**src/rtl/iob_uart_tx_arbiter.sv**
```systemverilog
// Packet-locked round-robin arbiter sharing one UART transmit path among N_REQ byte streams.
// Optional stall-timeout release is compiled in with `define IOB_UART_ARB_TIMEOUT_EN.
module iob_uart_tx_arbiter #(
  parameter int N_REQ       = 4,
  parameter int DATA_W      = 8,
  parameter int TIMEOUT_W   = 16,
  parameter int TIMEOUT_CYC = 1000
) (
  input  logic                      clk_i,
  input  logic                      arst_i,
  input  logic                      en_i,
  input  logic [N_REQ-1:0]          req_valid_i,
  input  logic [N_REQ*DATA_W-1:0]   req_data_i,
  input  logic [N_REQ-1:0]          req_last_i,
  output logic [N_REQ-1:0]          req_ready_o,
  input  logic                      tx_ready_i,
  output logic                      tx_wen_o,
  output logic [DATA_W-1:0]         tx_data_o,
  output logic [N_REQ-1:0]          grant_o,
  output logic                      busy_o,
  output logic                      timeout_o
);

  localparam int IW = (N_REQ > 1) ? $clog2(N_REQ) : 1;
  localparam logic [1:0] S_IDLE = 2'd0;
  localparam logic [1:0] S_LOCK = 2'd1;
  localparam logic [1:0] S_WAIT = 2'd2;

  logic [1:0]       state;
  logic [IW-1:0]    ptr, gidx, pick, gnext;
  logic [N_REQ-1:0] one_hot;
  logic             found, last_q, wait_q, owner_valid, accept;

  // Circular search for the first valid requester at or above the pointer.
  always_comb begin
    found = 1'b0;
    pick  = '0;
    for (int i = 0; i < N_REQ; i++) begin
      if (!found && req_valid_i[(int'(ptr) + i) % N_REQ]) begin
        found = 1'b1;
        pick  = IW'((int'(ptr) + i) % N_REQ);
      end
    end
  end

  always_comb begin
    one_hot       = '0;
    one_hot[pick] = 1'b1;
  end

  assign gnext       = (gidx == IW'(N_REQ - 1)) ? '0 : gidx + IW'(1);
  assign owner_valid = req_valid_i[gidx];
  assign accept      = (state == S_LOCK) && owner_valid && tx_ready_i;

  always_comb begin
    req_ready_o = '0;
    if (state == S_LOCK) req_ready_o[gidx] = tx_ready_i;
  end

`ifdef IOB_UART_ARB_TIMEOUT_EN
  logic [TIMEOUT_W-1:0] tcnt;
  logic                 timeout_q;
  assign timeout_o = timeout_q;
`else
  logic unused_cfg;
  assign unused_cfg = ^{TIMEOUT_W, TIMEOUT_CYC};
  assign timeout_o  = 1'b0;
`endif

  always_ff @(posedge clk_i or posedge arst_i) begin
    if (arst_i) begin
      state     <= S_IDLE;
      ptr       <= '0;
      gidx      <= '0;
      grant_o   <= '0;
      busy_o    <= 1'b0;
      tx_wen_o  <= 1'b0;
      tx_data_o <= '0;
      last_q    <= 1'b0;
      wait_q    <= 1'b0;
`ifdef IOB_UART_ARB_TIMEOUT_EN
      tcnt      <= '0;
      timeout_q <= 1'b0;
`endif
    end else begin
      tx_wen_o <= 1'b0;
`ifdef IOB_UART_ARB_TIMEOUT_EN
      timeout_q <= 1'b0;
`endif
      case (state)
        S_IDLE: if (en_i && found) begin
          gidx    <= pick;
          grant_o <= one_hot;
          busy_o  <= 1'b1;
          state   <= S_LOCK;
`ifdef IOB_UART_ARB_TIMEOUT_EN
          tcnt    <= '0;
`endif
        end
        S_LOCK: begin
          if (accept) begin
            tx_wen_o  <= 1'b1;
            tx_data_o <= req_data_i[gidx*DATA_W +: DATA_W];
            last_q    <= req_last_i[gidx];
            wait_q    <= 1'b0;
            state     <= S_WAIT;
`ifdef IOB_UART_ARB_TIMEOUT_EN
            tcnt      <= '0;
          end else if (!owner_valid) begin
            // Owner has gone silent; release once the stall budget is spent.
            if (tcnt == TIMEOUT_W'(TIMEOUT_CYC - 1)) begin
              ptr       <= gnext;
              grant_o   <= '0;
              busy_o    <= 1'b0;
              timeout_q <= 1'b1;
              state     <= S_IDLE;
            end else begin
              tcnt <= tcnt + TIMEOUT_W'(1);
            end
`endif
          end
        end
        // Two cycles: strobe cycle plus one to mask a stale tx_ready_i.
        S_WAIT: begin
          if (!wait_q) begin
            wait_q <= 1'b1;
          end else if (last_q) begin
            ptr     <= gnext;
            grant_o <= '0;
            busy_o  <= 1'b0;
            state   <= S_IDLE;
          end else begin
            state <= S_LOCK;
`ifdef IOB_UART_ARB_TIMEOUT_EN
            tcnt  <= '0;
`endif
          end
        end
        default: state <= S_IDLE;
      endcase
    end
  end

endmodule
```
**config.mk**
```make
export PLATFORM = sky130hd
export DESIGN_NAME = iob_uart_tx_arbiter
export DESIGN_NICKNAME = d
export VERILOG_FILES = /design/src/rtl/iob_uart_tx_arbiter.sv
export SDC_FILE = /design/constraint.sdc
export NUM_CORES = 1
export LEC_CHECK = 0
export ABC_AREA = 1
export BUFFER_PORTS_ARGS = -buffer_cell sky130_fd_sc_hd__buf_2
export CORE_ASPECT_RATIO = 0.9
export CORE_MARGIN = 3
export CORE_UTILIZATION = 45
export DETAILED_ROUTE_END_ITERATION = 6
export PLACE_DENSITY = 0.83
export SYNTH_ARGS = -nofsm -noshare
export SYNTH_HDL_FRONTEND = slang
export SYNTH_SLANG_ARGS = --single-unit
```
**constraint.sdc**
```tcl
create_clock -name clk_i -period 2 [get_ports clk_i]
set_input_delay 0.2 -clock clk_i [delete_from_list [all_inputs] [get_ports clk_i]]
set_output_delay 0.2 -clock clk_i [all_outputs]
set_load 0.05 [all_outputs]
```
==> impl_metrics.tcl <==
set metrics [dict create \
    ir_worst_vdd_uv 715 \
    sequential_area_share_after_synthesis_pct 34.7 \
    max-clock-path-buffers 2 \
    port_buffers 61 \
    fin_setup_tns_ns 0 \
    synth.largest_area_cell "sky130_fd_sc_hd__dfrtp_1" \
    synth_top_cells_by_area "sky130_fd_sc_hd__dfrtp_1, sky130_fd_sc_hd__nor2_1, sky130_fd_sc_hd__nand2_1" \
    worst-setup-path-type "register to primary output" \
    initialDrtViolationCount 119 \
    cts_sinks 22 \
    place.detailed.hpwl_um 2980 \
    grt_antenna_before_repair 0 \
    final_nets 342 \
    met2_usage_pct 28.6 \
    antenna_cells_inserted 0 \
    grt_pass1_vias 1481 \
    total_nets_after_synthesis 282 \
    detail_route.wirelength_um 3660 \
    yosys_register_bits 22 \
    cts-buffers-inserted 3 \
    synth_largest_type_area_fraction_pct 34.7 \
    route.antenna.remaining_nets 0 \
    rows 19 \
    max_slew.worst_pin.slew_ns 0.793 \
    power_per_cell_area_mw_per_mm2 1800 \
    worst_setup_path_endpoint "req_ready_o[2]" \
    placeableCoreArea_mm2 0.00321 \
    finalWorstPathRequiredPeriod_ns 1.83 \
    power_leakage_nw 1.08 \
    route.vias.total 1584 \
    starting_density_of_the_core_pct 49.4 \
    timing.reg2reg.worst_path_depth 11 \
    timing.critical_path.to_type "primary output" \
    worst_skew_pair.late_latency_ns 0.26 \
    synth_area_mm2 0.00159 \
    critical_path_arrival_ns 1.63 \
    cts.clk_slew.worst_paths_ns 0.08 \
    worst_hold_path_type "input port to asynchronous set/reset pin" \
    cts_htree_levels 1 \
    layout.filler_cells 311 \
    cp_data_required_time_ns 1.80 \
    drive_above_1_share_pct 33.4 \
    clock-root-buffer "sky130_fd_sc_hd__clkbuf_8" \
    final_worst_path_period_share_pct 91.6 \
    gp_routability_congestion 0.907 \
    synth-warning-count 0 \
    wl_per_instance_um 10.9 \
    worst-path-max-fanout 20 \
    die_w_um 68.6 \
    postSynthCellCount 234 \
    status "completed" \
    final_hold_viol_count 0 \
    timing.reg2reg.setup_slack_ns 0.22 \
    dieHeight_um 62.3 \
    pin_count 63 \
    grt_max_degree 23 \
    worst_rel_slew_slack_pct 47.1 \
    max_freq_mhz 546 \
    cts_tree "done" \
    placed_cells_incl_taps 331 \
    synth_cell_types 25 \
    grt_pass1_wl_um 6290 \
    setup_viol_count_final 0 \
    reg2reg_to "grant_o[0]" \
    grt_setup_unrepaired "false" \
    timing.critical_path.from "gidx[0]" \
    slew_viol_final 0 \
    global_route.usage.met3_pct 6.49 \
    fin_cells 335 \
    use_met1_pct 24.4 \
    worst_clock_skew_ns 0.00783 \
    grt.overflow.total 0 \
    final_util_pct 62.1 \
    grt_usage_pct 18.3 \
    timing.hold.ws_ns 0.0760 \
    r2r-start "ptr[0]" \
    grt_busiest_layer "met2" \
    post_synth.cell_area_avg_um2 6.77 \
    maxcap_violations 0 \
    syn2layout_area_growth_pct 25.7 \
    startpoint_type "register" \
    drt-pass1-iter-count 4 \
    avgViaCountPerCell 4.73 \
    finalPower_mw 3.60 \
    die_area_mm2 0.00427 \
    drt_drc_violations_left 0 \
]
-- per-layer routing --
layer / up-vias / routed length [µm]
met5: - / 0
met4: 0 / 10
met3: 2 / 246
met2: 46 / 1720
met1: 677 / 1680
li1: 859 / -
-- flip-flops by register name, indices dropped and copies added, names as in the netlist --
name / cells
busy_o: 1
gidx: 2
grant_o: 4
last_q: 1
ptr: 2
state: 2
tx_data_o: 8
tx_wen_o: 1
wait_q: 1
-- worst min-delay path by stage --
| stage | startpoint | end | slack [ns] | cells past startpoint |
|---|---|---|---|---|
| after floorplan | arst_i | busy_o | 0.19 | 1 |
| after global placement | arst_i | tx_wen_o | 0.39 | 2 |
| after detailed placement | arst_i | tx_data_o[0] | 0.39 | 2 |
| after CTS | arst_i | tx_data_o[7] | 0.10 | 2 |
| after global routing | arst_i | tx_data_o[3] | 0.15 | 2 |
| final | arst_i | tx_data_o[7] | 0.08 | 2 |
-- placed cells by master (no fill, tap or decap), types with 3 or more instances in the layout --
| cell | Yosys | final |
|---|---|---|
| sky130_fd_sc_hd__a21oi_1 | 5 | 5 |
| sky130_fd_sc_hd__a31oi_1 | 10 | 10 |
| sky130_fd_sc_hd__buf_2 | 1 | 61 |
| sky130_fd_sc_hd__clkbuf_8 | 0 | 3 |
| sky130_fd_sc_hd__dfrtp_1 | 22 | 21 |
| sky130_fd_sc_hd__ha_1 | 4 | 4 |
| sky130_fd_sc_hd__inv_1 | 16 | 16 |
| sky130_fd_sc_hd__inv_2 | 9 | 9 |
| sky130_fd_sc_hd__nand2_1 | 53 | 53 |
| sky130_fd_sc_hd__nand2_2 | 7 | 7 |
| sky130_fd_sc_hd__nand2_4 | 3 | 3 |
| sky130_fd_sc_hd__nand3_1 | 7 | 7 |
| sky130_fd_sc_hd__nand3_2 | 3 | 3 |
| sky130_fd_sc_hd__nor2_1 | 57 | 55 |
| sky130_fd_sc_hd__nor2_2 | 1 | 3 |
| sky130_fd_sc_hd__o21ai_0 | 19 | 19 |
-- cells in the mapped netlist --
| library cell | instances |
|---|---|
| sky130_fd_sc_hd__buf_4 | 1 |
| sky130_fd_sc_hd__clkbuf_1 | 5 |
| sky130_fd_sc_hd__dfrtp_1 | 22 |
| sky130_fd_sc_hd__nand2_2 | 7 |
| sky130_fd_sc_hd__buf_6 | 1 |
| sky130_fd_sc_hd__nand4_1 | 2 |
| sky130_fd_sc_hd__o21ai_0 | 19 |
| sky130_fd_sc_hd__inv_1 | 16 |
| sky130_fd_sc_hd__nor2_2 | 1 |
| sky130_fd_sc_hd__o21ai_2 | 2 |
| sky130_fd_sc_hd__a31oi_1 | 10 |
| sky130_fd_sc_hd__o21a_1 | 1 |
| sky130_fd_sc_hd__nand3_4 | 2 |
| sky130_fd_sc_hd__nor2_1 | 57 |
| sky130_fd_sc_hd__inv_2 | 9 |
| sky130_fd_sc_hd__nand3_2 | 3 |
| sky130_fd_sc_hd__a21oi_1 | 5 |
| sky130_fd_sc_hd__ha_1 | 4 |
| sky130_fd_sc_hd__buf_2 | 1 |
| sky130_fd_sc_hd__nand2_1 | 53 |
| sky130_fd_sc_hd__nand3_1 | 7 |
| sky130_fd_sc_hd__conb_1 | 1 |
| sky130_fd_sc_hd__nand2_4 | 3 |
| sky130_fd_sc_hd__o31ai_1 | 1 |
| sky130_fd_sc_hd__nor2_8 | 1 |
-- repair_timing --
item                       in CTS  in global routing
gates resized for setup         0                  1
setup buffers                   0                  0
hold endpoints to repair        0                  0
setup endpoints to repair       0                  2
hold buffers                    0                  0
-- cell families (layout without fill, tap and decap cells) --
kind of cell,count (synthesis),after routing,share of synthesized area (%)
other,1,1,0.237
DFF,22,22,34.7
buffers and inverters,33,92,8.60
adders and majority gates,4,4,3.16
and+or+nand+nor,136,136,39.7
AOI/OAI and AO/OA,38,38,13.6
-- report_power, final --
part           leakage [nW]  switching, mW  internal [mW]
Combinational         0.784           1.61          0.707
Clock                0.0357          0.141          0.267
Sequential            0.258          0.219          0.650
Total                  1.08           1.97           1.62
-- stage by stage --
| step | instance area (µm²) | setup slack [ns] |
|---|---|---|
| finish | 1990 | 0.168 |
| global route | 1990 | 0.0345 |
| CTS | 1990 | 0.0276 |
| detailed placement | 1920 | 0.246 |
| global placement | 1920 | 0.345 |
| floorplan | 1590 | 0.147 |
-- area by class of cell --
class	instances	area (µm²)	share of cell area (%)
Multi-Input combinational cell	179	903	45.3
Sequential cell	22	552	27.7
Timing Repair Buffer	63	320	16.1
Inverter	25	93.8	4.71
Tap cell	42	52.6	2.64
Clock buffer	3	41.3	2.07
Clock inverter	1	30.0	1.51
-- critical path: stages, from the launching register on --
cell	delay (ns)
sky130_fd_sc_hd__dfrtp_1	0.47
sky130_fd_sc_hd__inv_1	0.14
sky130_fd_sc_hd__buf_4	0.22
sky130_fd_sc_hd__ha_1	0.16
sky130_fd_sc_hd__inv_1	0.04
sky130_fd_sc_hd__nor2_2	0.08
sky130_fd_sc_hd__buf_2	0.26
No activity file was read; power rests on OpenSTA's default activity.
